**config.mk**
```make
export PLATFORM = sky130hd
export DESIGN_NAME = mem_port_arbiter_flat
export DESIGN_NICKNAME = d
export VERILOG_FILES = /design/src/rtl/mem_port_arbiter_if.sv /design/src/rtl/mem_port_arbiter.sv /design/src/flat_wrapper.sv
export SDC_FILE = /design/constraint.sdc
export NUM_CORES = 1
export LEC_CHECK = 0
export ABC_AREA = 1
export CAP_MARGIN = 5
export CORE_MARGIN = 8
export CORE_UTILIZATION = 35
export CTS_BUF_LIST = sky130_fd_sc_hd__clkbuf_8
export DETAILED_ROUTE_END_ITERATION = 6
export PLACE_DENSITY = 0.7
export SLEW_MARGIN = 10
export SYNTH_ARGS = -nofsm -noshare
export SYNTH_HDL_FRONTEND = slang
export SYNTH_SLANG_ARGS = --single-unit
```
**constraint.sdc**
```tcl
create_clock -name clk -period 2.37 [get_ports clk]
set_input_delay 0.474 -clock clk [delete_from_list [all_inputs] [get_ports clk]]
set_output_delay 0.474 -clock clk [all_outputs]
set_load 0.01 [all_outputs]
```
**src/rtl/mem_port_arbiter_if.sv**
```systemverilog
`default_nettype none
// ============================================================================
// mem_port_arbiter_if : core/loader request buses plus memory pins
// Revision: 1.0
// ============================================================================

interface mem_port_arbiter_if #(
  parameter int ADDR_W = 32,
  parameter int DATA_W = 32
);
  logic              c_req;
  logic              c_we;
  logic [ADDR_W-1:0] c_addr;
  logic [DATA_W-1:0] c_wdata;
  logic              c_ack;

  logic              l_req;
  logic              l_we;
  logic [ADDR_W-1:0] l_addr;
  logic [DATA_W-1:0] l_wdata;
  logic              l_lock;
  logic              l_ack;

  logic [DATA_W-1:0] rdata;
  logic              busy;

  logic [ADDR_W-1:0] mem_address;
  logic [DATA_W-1:0] mem_data_in;
  logic              mem_we;
  logic [DATA_W-1:0] mem_data_out;

  modport master (
    output c_req, c_we, c_addr, c_wdata,
    output l_req, l_we, l_addr, l_wdata, l_lock,
    input  c_ack, l_ack, rdata, busy,
    input  mem_address, mem_data_in, mem_we,
    output mem_data_out
  );

  modport slave (
    input  c_req, c_we, c_addr, c_wdata,
    input  l_req, l_we, l_addr, l_wdata, l_lock,
    output c_ack, l_ack, rdata, busy,
    output mem_address, mem_data_in, mem_we,
    input  mem_data_out
  );
endinterface

`default_nettype wire

```
**src/rtl/mem_port_arbiter.sv**
```systemverilog
`default_nettype none
// ============================================================================
// mem_port_arbiter : round-robin arbiter sharing one memory port (core/loader)
// Revision: 1.0
// ============================================================================

module mem_port_arbiter #(
  parameter int ADDR_W   = 32,
  parameter int DATA_W   = 32,
  parameter int MAX_LOCK = 16
) (
  input  logic              clk,
  input  logic              reset,
  mem_port_arbiter_if.slave bus
);

  localparam logic [1:0] c_ST_IDLE   = 2'd0;
  localparam logic [1:0] c_ST_ACCESS = 2'd1;
  localparam logic [1:0] c_ST_DONE   = 2'd2;

  localparam logic c_OWN_CORE = 1'b0;
  localparam logic c_OWN_LDR  = 1'b1;

  localparam int                 c_CNT_W    = $clog2(MAX_LOCK + 1);
  localparam logic [c_CNT_W-1:0] c_LOCK_MAX = c_CNT_W'(MAX_LOCK);

  logic [1:0]         state_q, state_d;
  logic               owner_q, owner_d;
  logic               last_owner_q, last_owner_d;
  logic               we_q, we_d;
  logic [ADDR_W-1:0]  addr_q, addr_d;
  logic [DATA_W-1:0]  wdata_q, wdata_d;
  logic [DATA_W-1:0]  rdata_q, rdata_d;
  logic               c_ack_q, c_ack_d;
  logic               l_ack_q, l_ack_d;
  logic [c_CNT_W-1:0] lock_cnt_q, lock_cnt_d;

  logic w_any_req;
  logic w_grant_core;
  logic w_b2b;

  assign w_any_req    = bus.c_req | bus.l_req;
  // On a tie the port that did not own the memory last time wins.
  assign w_grant_core = bus.c_req & (~bus.l_req | (last_owner_q == c_OWN_LDR));
  assign w_b2b        = (state_q == c_ST_DONE) && (owner_q == c_OWN_LDR) &&
                        bus.l_lock && bus.l_req && (lock_cnt_q < c_LOCK_MAX);

  always_ff @(posedge clk or negedge reset) begin
    if (!reset) begin
      state_q      <= c_ST_IDLE;
      owner_q      <= c_OWN_CORE;
      last_owner_q <= c_OWN_LDR;
      we_q         <= 1'b0;
      addr_q       <= '0;
      wdata_q      <= '0;
      rdata_q      <= '0;
      c_ack_q      <= 1'b0;
      l_ack_q      <= 1'b0;
      lock_cnt_q   <= '0;
    end else begin
      state_q      <= state_d;
      owner_q      <= owner_d;
      last_owner_q <= last_owner_d;
      we_q         <= we_d;
      addr_q       <= addr_d;
      wdata_q      <= wdata_d;
      rdata_q      <= rdata_d;
      c_ack_q      <= c_ack_d;
      l_ack_q      <= l_ack_d;
      lock_cnt_q   <= lock_cnt_d;
    end
  end

  always_comb begin
    state_d = state_q;
    case (state_q)
      c_ST_IDLE:   if (w_any_req) state_d = c_ST_ACCESS;
      c_ST_ACCESS: state_d = c_ST_DONE;
      c_ST_DONE:   state_d = w_b2b ? c_ST_ACCESS : c_ST_IDLE;
      default:     state_d = c_ST_IDLE;
    endcase
  end

  always_comb begin
    owner_d      = owner_q;
    last_owner_d = last_owner_q;
    we_d         = we_q;
    addr_d       = addr_q;
    wdata_d      = wdata_q;
    rdata_d      = rdata_q;
    lock_cnt_d   = lock_cnt_q;
    c_ack_d      = 1'b0;
    l_ack_d      = 1'b0;

    case (state_q)
      c_ST_IDLE: begin
        if (w_any_req) begin
          if (w_grant_core) begin
            owner_d    = c_OWN_CORE;
            we_d       = bus.c_we;
            addr_d     = bus.c_addr;
            wdata_d    = bus.c_wdata;
            lock_cnt_d = '0;
          end else begin
            owner_d    = c_OWN_LDR;
            we_d       = bus.l_we;
            addr_d     = bus.l_addr;
            wdata_d    = bus.l_wdata;
          end
        end
      end
      c_ST_ACCESS: begin
        if (!we_q) rdata_d = bus.mem_data_out;
        c_ack_d      = (owner_q == c_OWN_CORE);
        l_ack_d      = (owner_q == c_OWN_LDR);
        last_owner_d = owner_q;
      end
      c_ST_DONE: begin
        if (w_b2b) begin
          owner_d = c_OWN_LDR;
          we_d    = bus.l_we;
          addr_d  = bus.l_addr;
          wdata_d = bus.l_wdata;
        end
        // The lock budget only drains while the core is actually waiting.
        if (!bus.c_req)  lock_cnt_d = '0;
        else if (w_b2b)  lock_cnt_d = lock_cnt_q + 1'b1;
      end
      default: ;
    endcase
  end

  always_comb begin
    bus.mem_address = '0;
    bus.mem_data_in = '0;
    bus.mem_we      = 1'b0;
    if (state_q == c_ST_ACCESS) begin
      bus.mem_address = addr_q;
      bus.mem_data_in = wdata_q;
      bus.mem_we      = we_q;
    end
    bus.busy  = (state_q == c_ST_ACCESS) || (state_q == c_ST_DONE);
    bus.c_ack = c_ack_q;
    bus.l_ack = l_ack_q;
    bus.rdata = rdata_q;
  end

endmodule

`default_nettype wire

```
**src/flat_wrapper.sv**
```systemverilog
// flat-port wrapper written by rule: the top's interface ports become plain ports
module mem_port_arbiter_flat 
#(
  parameter int ADDR_W   = 32,
  parameter int DATA_W   = 32,
  parameter int MAX_LOCK = 16
)
  (clk, reset, bus_c_req, bus_c_we, bus_c_addr, bus_c_wdata, bus_l_req, bus_l_we, bus_l_addr, bus_l_wdata, bus_l_lock, bus_c_ack, bus_l_ack, bus_rdata, bus_busy, bus_mem_address, bus_mem_data_in, bus_mem_we, bus_mem_data_out);
  mem_port_arbiter_if #(.ADDR_W(ADDR_W), .DATA_W(DATA_W)) bus_i ();
  input  logic clk;
  input  logic reset;
  input wire logic [$bits(bus_i.c_req)-1:0] bus_c_req;
  input wire logic [$bits(bus_i.c_we)-1:0] bus_c_we;
  input wire logic [$bits(bus_i.c_addr)-1:0] bus_c_addr;
  input wire logic [$bits(bus_i.c_wdata)-1:0] bus_c_wdata;
  input wire logic [$bits(bus_i.l_req)-1:0] bus_l_req;
  input wire logic [$bits(bus_i.l_we)-1:0] bus_l_we;
  input wire logic [$bits(bus_i.l_addr)-1:0] bus_l_addr;
  input wire logic [$bits(bus_i.l_wdata)-1:0] bus_l_wdata;
  input wire logic [$bits(bus_i.l_lock)-1:0] bus_l_lock;
  output wire logic [$bits(bus_i.c_ack)-1:0] bus_c_ack;
  output wire logic [$bits(bus_i.l_ack)-1:0] bus_l_ack;
  output wire logic [$bits(bus_i.rdata)-1:0] bus_rdata;
  output wire logic [$bits(bus_i.busy)-1:0] bus_busy;
  output wire logic [$bits(bus_i.mem_address)-1:0] bus_mem_address;
  output wire logic [$bits(bus_i.mem_data_in)-1:0] bus_mem_data_in;
  output wire logic [$bits(bus_i.mem_we)-1:0] bus_mem_we;
  input wire logic [$bits(bus_i.mem_data_out)-1:0] bus_mem_data_out;
  assign bus_i.c_req = bus_c_req;
  assign bus_i.c_we = bus_c_we;
  assign bus_i.c_addr = bus_c_addr;
  assign bus_i.c_wdata = bus_c_wdata;
  assign bus_i.l_req = bus_l_req;
  assign bus_i.l_we = bus_l_we;
  assign bus_i.l_addr = bus_l_addr;
  assign bus_i.l_wdata = bus_l_wdata;
  assign bus_i.l_lock = bus_l_lock;
  assign bus_c_ack = bus_i.c_ack;
  assign bus_l_ack = bus_i.l_ack;
  assign bus_rdata = bus_i.rdata;
  assign bus_busy = bus_i.busy;
  assign bus_mem_address = bus_i.mem_address;
  assign bus_mem_data_in = bus_i.mem_data_in;
  assign bus_mem_we = bus_i.mem_we;
  assign bus_i.mem_data_out = bus_mem_data_out;
  mem_port_arbiter #(.ADDR_W(ADDR_W), .DATA_W(DATA_W), .MAX_LOCK(MAX_LOCK)) u_core (.clk(clk), .reset(reset), .bus(bus_i));
endmodule
```
==> results.md <==
* TritonCTS clock tree: done
* Final Hold Viols at 0
* RSZ-0062 raised after global routing: false
* Layout cell share with drive strength beyond 1 at 5.51%
* Via Count at 5776
* Synth area leaders: dfrtp_1 47%, nand2_1 34%, inv_1 7.2%, o21ai_0 2.7%, buf_2 1.7%
* GRT Util Overall at 18.7%
* Port Buffers at 266
* Outcome: completed
* Worst R2R Path Depth at 10
* Worst Clk Skew at 0.0126 ns
* Finished Core Util at 55.9%
* Type of element capturing the critical path: output pin
* Post-synth top area share at 47.3%
* Sw Share at 42.8%
* Clock-pin slew on the worst setup and hold paths at 0.10 ns
* Sequential-to-total area share from yosys stat at 47.7%
* Worst Hold Class: input pin to async pin
* Post-placement cell area at 8560 um2
* Worst-Skew Late Latency at 0.37 ns
* VDD IR max at 0.746 mV
* Dpl cells at 1297
* # clock sinks at 108
* Flops & latches, synth at 108
* Post-synth cell types at 21
* RR Startpoint: u_core.state_q[1]
* Tot Pwr at 0.0100 W
* Routed wire per std cell at 14.7 um
* Period Utilization, post-route at 96.3%
* Syn nets at 1017
* Crit-path max FO at 13
* Int Pwr at 0.00574 W
* F_max at 438 MHz
* Setup TNS at 0 ns
* Syn_area_per_cell at 6.71 um2
* Relative slew slack at 61.9%
* CP Launch Type: register
* Fillers at 1561
* Final Non-Filler Cells at 1324
* RR Endpoint: u_core.bus.rdata[1]
* Initial DRT Pass Iterations at 4
* Die W at 143 um
* Warnings from Yosys at 0
* Global-route wire length before repair at 30000 um
* DRC at 0
* P per Cell Area at 1130 nW/um2
* Hold_buf cts at 0
* I/O pins at 267
* CTS buffer count at 9
* Core ar. at 15900 um2
* Post-Synthesis Cells at 844
* Die height at 143 um
* Combinational power share at 56.1%
* Rows at 46
* Max clock buf depth at 2
* Psw at 0.00430 W
* Design Area, Final at 8880 um2
* Crit Path Category: register to output pin
* GP Congestion at 0.812
* Leakage Power at 5.33 nW
* Starting Density at 35.7%
* Initial antenna violation count at 1
* H-tree levels at 3
* Initial DRC count at 301
* WP data required at 1.90 ns
* Die area at 20500 um2
* Total grt overflow at 0
* Syn-to-layout area delta at 56.7%
* Max-cap violation count at 0
* CTS Root Cell: clkbuf_8
* Sequential fraction of design power at 32.4%
* WP data arrival at 1.81 ns
* Post-Syn Area at 5670 um2
* Vias per Instance at 4.36
* Pin count of the biggest net entering global routing at 66
* ANT nets after route at 0
* Vias in the first global route at 5598
* Setup-failing EPs final at 0
* Clock group share of total power at 11.5%
* Leading area contributor after synthesis: dfrtp_1
* Post-DP HPWL at 14000 um
* Nets at 1275
* Slew @ Worst Pin at 0.572 ns
* Final min period at 2.28 ns
* Slew Limit Fails at 0
* Total routed wirelength at 19400 um
* Worst R2R Setup Slack at 0.34 ns
## cell usage in the layout, fill, tap and decap left out, types with 5 or more instances in the layout
| cell | Yosys | final |
|---|---|---|
| buf_12 | 0 | 7 |
| buf_2 | 19 | 9 |
| buf_4 | 2 | 14 |
| clkbuf_8 | 0 | 9 |
| clkdlybuf4s15_1 | 0 | 9 |
| clkdlybuf4s50_1 | 0 | 200 |
| dfrtp_1 | 107 | 106 |
| dlygate4sd2_1 | 0 | 33 |
| dlymetal6s2s_1 | 0 | 13 |
| ha_1 | 6 | 5 |
| inv_1 | 108 | 107 |
| nand2_1 | 512 | 511 |
| nand3_1 | 8 | 7 |
| nor2_1 | 13 | 13 |
| o21ai_0 | 31 | 31 |
| o21ai_1 | 7 | 7 |
## cell type report
class,count,area [um2],area share (%)
Inverter,109,409,4.61
Multi-Input combinational cell,584,2350,26.5
Tap cell,216,270,3.04
Timing Repair Buffer,290,2940,33.2
Clock buffer,9,124,1.40
Clock inverter,7,75.1,0.846
Sequential cell,108,2710,30.5
Antenna cell,1,2.50,0.0282
## layer usage
| metal | up-vias | track usage (%) | share of wire (%) | routed length [um] |
|---|---|---|---|---|
| li1 | 2970 | - | - | - |
| met1 | 2602 | 22.4 | 42 | 8130 |
| met2 | 168 | 31.4 | 49 | 9420 |
| met3 | 36 | 4.11 | 6.5 | 1260 |
| met4 | 0 | 8.80 | 3.1 | 596 |
| met5 | - | 0 | 0 | 0 |
## power groups by stage
stage,combinational (W),sequential (W),clock [W]
after global placement,0.00548,0.00326,0
after global routing,0.00633,0.00334,0.00127
after detailed placement,0.00558,0.00327,0
after CTS,0.00575,0.00324,0.00119
final,0.00564,0.00325,0.00115
after floorplan,0.00299,0.00328,0
## how the worst max path moves through the flow
| stage | startpoint | end | slack, ns | cells past startpoint |
|---|---|---|---|---|
| floorplan | u_core.state_q[1] | bus_mem_address[10] | 0.45 | 7 |
| global placement | bus_c_req | u_core.addr_q[10] | 0.23 | 8 |
| detailed placement | bus_c_req | u_core.addr_q[10] | 0.21 | 8 |
| CTS | u_core.state_q[0] | bus_mem_data_in[10] | -0.06 | 7 |
| global route | u_core.state_q[1] | bus_mem_address[12] | 0.001 | 8 |
| finish | u_core.state_q[0] | bus_mem_data_in[28] | 0.09 | 6 |
## cells in the mapped netlist, drive strengths merged
cell    number
nand2      512
inv        109
dfrtp      107
o21ai       38
buf         27
clkbuf      16
nor2        14
nand3        9
ha           6
a21oi        2
dfstp        1
o22ai        1
or2          1
xnor2        1
## per-stage QoR
step	hold WS (ns)	setup slack, ns
after detailed placement	0.465	0.210
after floorplan	0.178	0.454
after CTS	0.0610	-0.0637
after global placement	0.459	0.233
final	0.0649	0.0886
after global routing	0.0781	0.00144
## critical path: stages, from the launching register on
cell	delay (ns)
dfrtp_2	0.46
ha_4	0.19
buf_4	0.13
bufbuf_16	0.27
nand2_1	0.06
inv_1	0.03
dlygate4sd2_1	0.29
## kinds of logic (layout without fill, tap and decap cells)
| logic type | after synthesis | count (layout) | share of synthesized area [%] |
|---|---|---|---|
| other cells | 0 | 1 | 0 |
| fa+ha+maj | 6 | 6 | 1.32 |
| simple gates | 536 | 536 | 35.9 |
| flops | 108 | 108 | 47.7 |
| buf+inv | 152 | 415 | 11.3 |
| xor+xnor | 1 | 1 | 0.155 |
| compound gates | 41 | 41 | 3.64 |
## sequential cells by signal, indices dropped and copies added (netlist names), 2 cells and up
signal / cells
u_core.lock_cnt_q: 5
u_core.state_q: 2
u_core.wdata_q: 32
u_core.bus.rdata: 32
u_core.addr_q: 32
## repair_timing
| item | in CTS | in global routing |
|---|---|---|
| pin swaps | 0 | 0 |
| resized for setup | 79 | 29 |
| setup buffers | 5 | 2 |
| cloned | 3 | 0 |
| setup endpoints to repair | 65 | 28 |
Power figures use the tool's default switching activity.
